## src/rtl/apu_pkg.sv

```systemverilog
// Shared APU constants: length-counter load table and triangle register addresses.
// Imported by the channel timers and the reusable length counter.
package apu_pkg;

  localparam logic [1:0] REG_TRI_LIN = 2'd0;
  localparam logic [1:0] REG_TRI_LO  = 2'd2;
  localparam logic [1:0] REG_TRI_HI  = 2'd3;

  localparam logic [7:0] LEN_TABLE [32] = '{
    8'd10,  8'd254, 8'd20,  8'd2,   8'd40,  8'd4,   8'd80,  8'd6,
    8'd160, 8'd8,   8'd60,  8'd10,  8'd14,  8'd12,  8'd26,  8'd14,
    8'd12,  8'd16,  8'd24,  8'd18,  8'd48,  8'd20,  8'd96,  8'd22,
    8'd192, 8'd24,  8'd72,  8'd26,  8'd16,  8'd28,  8'd32,  8'd30
  };

endpackage

```

## src/rtl/apu_length_counter.sv

```systemverilog
// Channel length counter shared by triangle/pulse/noise: table load, half-frame decrement, enable clear.
// Count updates one cycle after load/half_frame; disable clears on the next edge and beats any load.
module apu_length_counter
  import apu_pkg::*;
#(
  parameter int LEN_W = 8
) (
  input  logic             cpu_clk,
  input  logic             reset,
  input  logic             enable_i,
  input  logic             halt_i,
  input  logic             load_i,
  input  logic [4:0]       index_i,
  input  logic             half_frame_i,
  output logic [LEN_W-1:0] count_o,
  output logic             active_o
);

  logic [LEN_W-1:0] count_q, count_d;

  // A load in the same cycle as half_frame takes the table value undecremented.
  always_comb begin
    count_d = count_q;
    if (!enable_i) begin
      count_d = '0;
    end else if (load_i) begin
      count_d = LEN_W'(LEN_TABLE[index_i]);
    end else if (half_frame_i && !halt_i && (count_q != '0)) begin
      count_d = count_q - 1'b1;
    end
  end

  always_ff @(posedge cpu_clk) begin
    if (reset) begin
      count_q <= '0;
    end else begin
      count_q <= count_d;
    end
  end

  assign count_o  = count_q;
  assign active_o = (count_q != '0);

endmodule

```

## src/rtl/apu_triangle_timer.sv

```systemverilog
// Triangle period timer, linear counter and length counter; clk_edge toggles per sequencer step, 1 cycle after timer hits 0.
// Optional APU_TRI_ULTRASONIC_MUTE_EN freezes clk_edge while period < 2.
module apu_triangle_timer
  import apu_pkg::*;
#(
  parameter int TIMER_W = 11,
  parameter int LIN_W   = 7,
  parameter int LEN_W   = 8
) (
  input  logic       cpu_clk,
  input  logic       reset,
  input  logic       reg_wr,
  input  logic [1:0] reg_addr,
  input  logic [7:0] reg_data,
  input  logic       ch_enable,
  input  logic       quarter_frame,
  input  logic       half_frame,
  output logic       clk_edge,
  output logic       length_active,
  output logic       linear_active
);

  logic [TIMER_W-1:0] period_q, period_d;
  logic [TIMER_W-1:0] timer_q, timer_d;
  logic [LIN_W-1:0]   linear_q, linear_d;
  logic [LIN_W-1:0]   lin_reload_q, lin_reload_d;
  logic               control_q, control_d;
  logic               reload_flag_q, reload_flag_d;
  logic               clk_edge_q, clk_edge_d;

  logic               hi_wr;
  logic               flag_eff;
  logic               mute;
  logic               gate;
  logic [LEN_W-1:0]   length_cnt;
  logic               len_active;

  assign hi_wr = reg_wr && (reg_addr == REG_TRI_HI);

`ifdef APU_TRI_ULTRASONIC_MUTE_EN
  assign mute = (period_q < TIMER_W'(2));
`else
  assign mute = 1'b0;
`endif

  apu_length_counter #(
    .LEN_W (LEN_W)
  ) u_len (
    .cpu_clk      (cpu_clk),
    .reset        (reset),
    .enable_i     (ch_enable),
    .halt_i       (control_q),
    .load_i       (hi_wr),
    .index_i      (reg_data[7:3]),
    .half_frame_i (half_frame),
    .count_o      (length_cnt),
    .active_o     (len_active)
  );

  always_comb begin
    period_d     = period_q;
    control_d    = control_q;
    lin_reload_d = lin_reload_q;
    if (reg_wr) begin
      case (reg_addr)
        REG_TRI_LIN: begin
          control_d    = reg_data[7];
          lin_reload_d = reg_data[LIN_W-1:0];
        end
        REG_TRI_LO: period_d[7:0] = reg_data;
        REG_TRI_HI: period_d[TIMER_W-1:8] = reg_data[TIMER_W-9:0];
        default: ;
      endcase
    end
  end

  // Quarter tick sees a same-cycle $400B flag but the old control/reload value.
  always_comb begin
    flag_eff      = reload_flag_q | hi_wr;
    linear_d      = linear_q;
    reload_flag_d = flag_eff;
    if (quarter_frame) begin
      if (flag_eff) begin
        linear_d = lin_reload_q;
      end else if (linear_q != '0) begin
        linear_d = linear_q - 1'b1;
      end
      if (!control_q) begin
        reload_flag_d = 1'b0;
      end
    end
  end

  // Gating only freezes clk_edge; the timer keeps running to avoid a DC step.
  assign gate = (linear_q != '0) && (length_cnt != '0) && !mute;

  always_comb begin
    timer_d    = timer_q - 1'b1;
    clk_edge_d = clk_edge_q;
    if (timer_q == '0) begin
      timer_d = period_q;
      if (gate) begin
        clk_edge_d = ~clk_edge_q;
      end
    end
  end

  always_ff @(posedge cpu_clk) begin
    if (reset) begin
      period_q      <= '0;
      timer_q       <= '0;
      linear_q      <= '0;
      lin_reload_q  <= '0;
      control_q     <= 1'b0;
      reload_flag_q <= 1'b0;
      clk_edge_q    <= 1'b0;
    end else begin
      period_q      <= period_d;
      timer_q       <= timer_d;
      linear_q      <= linear_d;
      lin_reload_q  <= lin_reload_d;
      control_q     <= control_d;
      reload_flag_q <= reload_flag_d;
      clk_edge_q    <= clk_edge_d;
    end
  end

  assign clk_edge      = clk_edge_q;
  assign length_active = len_active;
  assign linear_active = (linear_q != '0);

endmodule

```

## config.mk

```make
export PLATFORM = sky130hd
export DESIGN_NAME = apu_triangle_timer
export DESIGN_NICKNAME = d
export VERILOG_FILES = /design/src/rtl/apu_pkg.sv /design/src/rtl/apu_length_counter.sv /design/src/rtl/apu_triangle_timer.sv
export SDC_FILE = /design/constraint.sdc
export NUM_CORES = 1
export LEC_CHECK = 0
export CORE_ASPECT_RATIO = 1.1
export CORE_MARGIN = 8
export CORE_UTILIZATION = 32
export DETAILED_ROUTE_END_ITERATION = 8
export HOLD_SLACK_MARGIN = 0.05
export PLACE_DENSITY_LB_ADDON = 0.3
export SYNTH_ARGS = -nofsm -noshare
export SYNTH_HDL_FRONTEND = slang
export SYNTH_HIERARCHICAL = 1
export SYNTH_SLANG_ARGS = --single-unit
```

## constraint.sdc

```tcl
create_clock -name cpu_clk -period 3.5 [get_ports cpu_clk]
set_input_delay 0.7 -clock cpu_clk [delete_from_list [all_inputs] [get_ports cpu_clk]]
set_output_delay 0.7 -clock cpu_clk [all_outputs]
set_load 0.03 [all_outputs]
```

# Word-level counts from Yosys, hierarchy flattened
# Memories as Yosys holds them, arrays and structs flattened.
# Cells that the tools add are included.
[totals]
register_bits = 47
romBits = 256
out_inout_bits = 3
wordCells = 46
mem_count = 1
[memory_table]
columns = ["name", "words", "word_bits", "rd", "rd_ports_with_merged_regs", "wr", "line", "rtl"]
rows = [
  ["(name not given)", 32, 8, 1, 0, 0, "apu_length_counter.sv:27", "count_d = LEN_W'(LEN_TABLE[index_i]);"],
]
[op_classes]
addsub = 3
n_lt_le_gt_ge = 1
n_eq_ne = 2
muxes = 9
bitwise_logic = 4
reduce_logical = 17
[ops]
columns = ["op", "n"]
rows = [
  ["$mux 8", 4],
  ["$mux 7", 2],
  ["$logic_not 11->1", 1],
  ["$mux 11", 1],
  ["$sub 11x1->11 const B", 1],
  ["$reduce_and 2->1", 5],
  ["$reduce_bool 8->1", 1],
  ["$sub 8x1->8 const B", 1],
  ["$reduce_bool 7->1", 1],
  ["$sub 7x1->7 const B", 1],
  ["$ge 6x6->1 const B", 1],
  ["$not 5->6", 1],
  ["$eq 2x2->1 const B", 2],
  ["$logic_and 1x1->1", 4],
  ["$reduce_bool 2->1", 2],
  ["$logic_not 2->1", 1],
  ["$mux 1", 2],
  ["$not 1->1", 2],
  ["$reduce_or 2->1", 1],
  ["$logic_not 1->1", 1],
  ["$or 1x1->1", 1],
]

# Longest topological paths before layout
[logic_depth]
ltp_word = 5
mapped_depth = 7
ltp_nobuf = 7

# Hierarchy
# The synthesis kept the hierarchy.
[modules_own_cells]
columns = ["mod", "instances", "cells_each", "area_each_um2"]
rows = [
  ["apu_triangle_timer", 1, 208, 1916.8],
  ["apu_length_counter", 1, 111, 882.1],
]

# Worst setup path after synthesis
# No wires, ideal clock.
[synth_path]
path_kind = "input to register"
start = "input reg_data[4]"
end = "register u_len.count_q[5] (netlist: u_len/count_o[5])"
arrival_time_ps = 1936
required_time_ps = 3427
setup_slack_ps = 1491
path_stages = 7
path_cell_list = "inv_1 > ha_1 > inv_1 > o41ai_2 > a311oi_1 > or4_1 > o211ai_2"
[synth_between]
elab_chain_len = 5
[synth_lines]
columns = ["element", "line", "rtl"]
rows = [
  ["from (decl)", "apu_triangle_timer.sv:14", "input logic [7:0] reg_data,"],
  ["$not 5->6 (implied by the code)", "apu_length_counter.sv:27", ""],
  ["$mem_v2 32x8", "--", ""],
  ["$mux 8 (implied by the code) (2 in series)", "apu_length_counter.sv:27", ""],
  ["$mux 8", "apu_length_counter.sv:26", "end else if (load_i) begin"],
  ["to (signal assigned)", "apu_length_counter.sv:37", "count_q <= count_d;"],
  ["to (decl)", "apu_length_counter.sv:19", "logic [LEN_W-1:0] count_q, count_d;"],
]
# Every way passes these cells. The select of a mux whose other input is x is not followed.
# A chain may end at the register's enable or synchronous reset.

# Final worst setup path
[layout_path]
start = "register u_len.count_q[0] (netlist: u_len/count_o[0])"
end = "output length_active"
[layout_between]
elab_chain_len = 1
[layout_lines]
columns = ["element", "line", "rtl"]
rows = [
  ["$reduce_bool 8->1", "apu_length_counter.sv:42", "assign active_o = (count_q != '0);"],
  ["to (decl)", "apu_triangle_timer.sv:19", "output logic length_active,"],
]
# Every way passes these cells.

==> impl_metrics.env <==
export IMPL_n_fill_cell=889
export IMPL_cap_violations=0
export IMPL_p_seq_frac=0.350
export IMPL_path_clk_slew_ns=0.09
export IMPL_clk_latency_ns=0.30
export IMPL_worstMarginPinSlew_ns=0.639
export IMPL_cts_sinks=47
export IMPL_busiest_layer="met2"
export IMPL_synth_area_leaders="dfxtp_1, mux2i_1, nor2_1"
export IMPL_dr_pass1_iters=5
export IMPL_internal_power_mw=1.30
export IMPL_start_kind="register"
export IMPL_setup_tns_ns=0
export IMPL_die_w_um=105
export IMPL_drc_errors=0
export IMPL_cts_resized=0
export IMPL_place_ws_ns=0.652
export IMPL_synth_edf_count=0
export IMPL_netSwitchingPower_mw=0.851
export IMPL_cts_setup_buffers=0
export IMPL_p_leak_nw=1.22
export IMPL_setup_viol_count_final=0
export IMPL_overflow=0
export IMPL_mappedNetlistArea_um2=2800
export IMPL_slew_limit_headroom=0.573
export IMPL_place_congestion=0.849
export IMPL_crit_slowest_cell="clkdlybuf4s50_1"
export IMPL_htree_levels=2
export IMPL_synth_fp_nets=347
export IMPL_synthesis_instances=319
export IMPL_num_vias=2310
export IMPL_wirelength_mm=6.27
export IMPL_grt_use_met3=0.0242
export IMPL_grt_pass1_vias=2050
export IMPL_peakVddDrop_mv=0.224
export IMPL_hold_path_class="reg -> reg"
export IMPL_die_h_um=114
export IMPL_yosysWarningCount=6
export IMPL_p_comb_frac=0.450
export IMPL_grt_max_degree=42
export IMPL_pwr_share_clk=0.200
export IMPL_holdBufCountCts=0
export IMPL_worst_path_dominant_cell_family="buffers and inverters"
export IMPL_met1_usage=0.142
export IMPL_antenna_found_initial=0
export IMPL_endpoint_kind="output port"
export IMPL_design_die_area_um2=12000
export IMPL_cts_buffers_inserted=5
export IMPL_status="finished, final reports clean"
export IMPL_avgSynthCellArea_um2=8.77
export IMPL_grt_util_met2=0.155
export IMPL_slowest_delay_ns=0.61
export IMPL_finClkSkew_ns=0.00959
export IMPL_finalWorstSetupSlack_ns=0.634
export IMPL_fmax_mhz=349
export IMPL_fin_crit_sh=0.819
export IMPL_vias_per_cell=5.16
export IMPL_drv_slew=0
export IMPL_nets=361
export IMPL_drtIter0Drc=142
export IMPL_antenna_cells=0
export IMPL_netlist_cell_type_count=56
export IMPL_wl_per_cell_um=14.0
export IMPL_io_buffers=18
export IMPL_crit_fanout=6
export IMPL_yosysTopAreaCell="dfxtp_1"
export IMPL_initial_utilization=0.322
export IMPL_crit_chain="inv_1 > ha_1 > nor3b_1 > nand2_1 > clkdlybuf4s50_1"
export IMPL_ys_seq_area_frac=0.336
export IMPL_cp_data_arrival_time_ns=2.17
export IMPL_grtUsageTotal=0.103
export IMPL_ios=19
export IMPL_row_count=36
export IMPL_drive_above_1_share=0.0868
export IMPL_syn_to_final_growth_pct=14.2
export IMPL_rsz0062_at_grt="false"
export IMPL_synthFlopType="dfxtp_1"
export IMPL_cts_root_buf="clkbuf_8"
export IMPL_ys_seq_elements=47
export IMPL_grt_pass1_wl_mm=10.3
export IMPL_core_area_um2=8690
export IMPL_p_per_area_nw_per_um2=675
export IMPL_async_flop_share=0
export IMPL_dp_hpwl_mm=4.50
export IMPL_hold_viol_final=0
export IMPL_cp_required_ns=2.80
export IMPL_p_sw_frac=0.395
export IMPL_cts_tree="done"
export IMPL_drtAntennaViolNets=0
export IMPL_yosysTopAreaCellShare=0.336
export IMPL_path_buf_inv=2
export IMPL_cts_buffer_depth=2
export IMPL_critPathKind="reg -> out"
export IMPL_fin_crit_ns=2.87
[cells by family after synthesis]
group	Yosys count	synth area share
AO/OA/AOI/OAI	75	0.202
XOR/XNOR	8	0.0250
multiplexers	25	0.0912
flip-flops	47	0.336
buffers and inverters	30	0.0492
adder cells (fa/ha/maj)	12	0.0536
AND/OR/NAND/NOR	122	0.243
[placed cells by master, fill, tap and decap left out, types with 7 or more instances in the layout]
master	synthesis	routed
xnor2_1	7	7
clkdlybuf4s50_1	0	18
inv_1	14	14
a211oi_1	15	15
mux2i_1	24	24
o21ai_0	10	10
nor3_1	8	8
nand2_1	15	15
dfxtp_1	47	47
ha_1	12	12
a21oi_1	13	13
nor2b_1	10	10
nor2_1	48	48
[worst min-delay path, stage by stage (launching register included)]
cell,delay [ns]
dfxtp_1,0.35
nand2_1,0.06
a21oi_1,0.05
[final cells by class]
cell class / instances / area (um2) / share of cell area
multi-input cells: 242 / 1720 / 0.538
repair buffers: 23 / 218 / 0.0681
inverters: 14 / 52.6 / 0.0164
clock inverters: 2 / 38.8 / 0.0121
clock buffers: 6 / 82.6 / 0.0258
flip-flops and latches: 47 / 941 / 0.294
well taps: 114 / 143 / 0.0446
[stage by stage]
step                      cell area [um2]  hold slack (ns)  std cells  power [mW]   util
after detailed placement             3070            0.487        440        1.74  0.354
after floorplan                      2800            0.458        319        1.52      -
after CTS                            3200            0.495        448        2.18  0.368
after global routing                 3200            0.519        448        2.31  0.368
after global placement               3070            0.483        440        1.73  0.354
final                                3200            0.496        448        2.16  0.368
[synth_stat cells (2+ instances only)]
master,count
nor2_1,48
dfxtp_1,47
mux2i_1,24
a211oi_1,15
nand2_1,15
inv_1,14
a21oi_1,13
ha_1,12
nor2b_1,10
o21ai_0,10
clkbuf_1,9
nor3_1,8
xnor2_1,7
a31oi_1,6
nor3b_1,6
nand2b_1,5
nand3_1,5
o211ai_1,5
nor4_1,4
a311oi_1,3
and3_1,3
buf_6,3
nand4_1,3
nor4_4,3
a211o_1,2
a211oi_2,2
a21boi_0,2
a32oi_1,2
buf_1,2
buf_2,2
nand3b_1,2
o31ai_1,2
or4_4,2
[flip-flops by register name, summed over array words and instances, names as in the netlist]
name,count
timer_q,11
clk_edge,1
reload_flag_q,1
linear_q,7
control_q,1
period_q,11
u_len/count_o,8
lin_reload_q,7
[worst paths after layout]
kind               startpoint               end  slack [ns]  cells after the start
min reg2reg       linear_q[1]       linear_q[1]        0.50                      2
max reg2reg  u_len/count_o[0]  u_len/count_o[5]        1.37                      7
min               linear_q[1]       linear_q[1]        0.50                      2
max          u_len/count_o[0]     length_active        0.63                      5
[power by group through the flow]
stage | sequential [mW] | combinational [mW] | clock, mW
after global placement | 0.761 | 0.968 | 0
after detailed placement | 0.765 | 0.971 | 0
after CTS | 0.753 | 0.978 | 0.445
after global routing | 0.772 | 1.08 | 0.466
after floorplan | 0.738 | 0.784 | 0
final | 0.755 | 0.971 | 0.430
[per-layer routing]
layer,vias up,wire length [um]
li1,1184,-
met1,1075,3310
met2,45,2670
met3,6,225
met4,0,63
met5,-,0
Note: power is estimated with default switching activity, not from simulation.
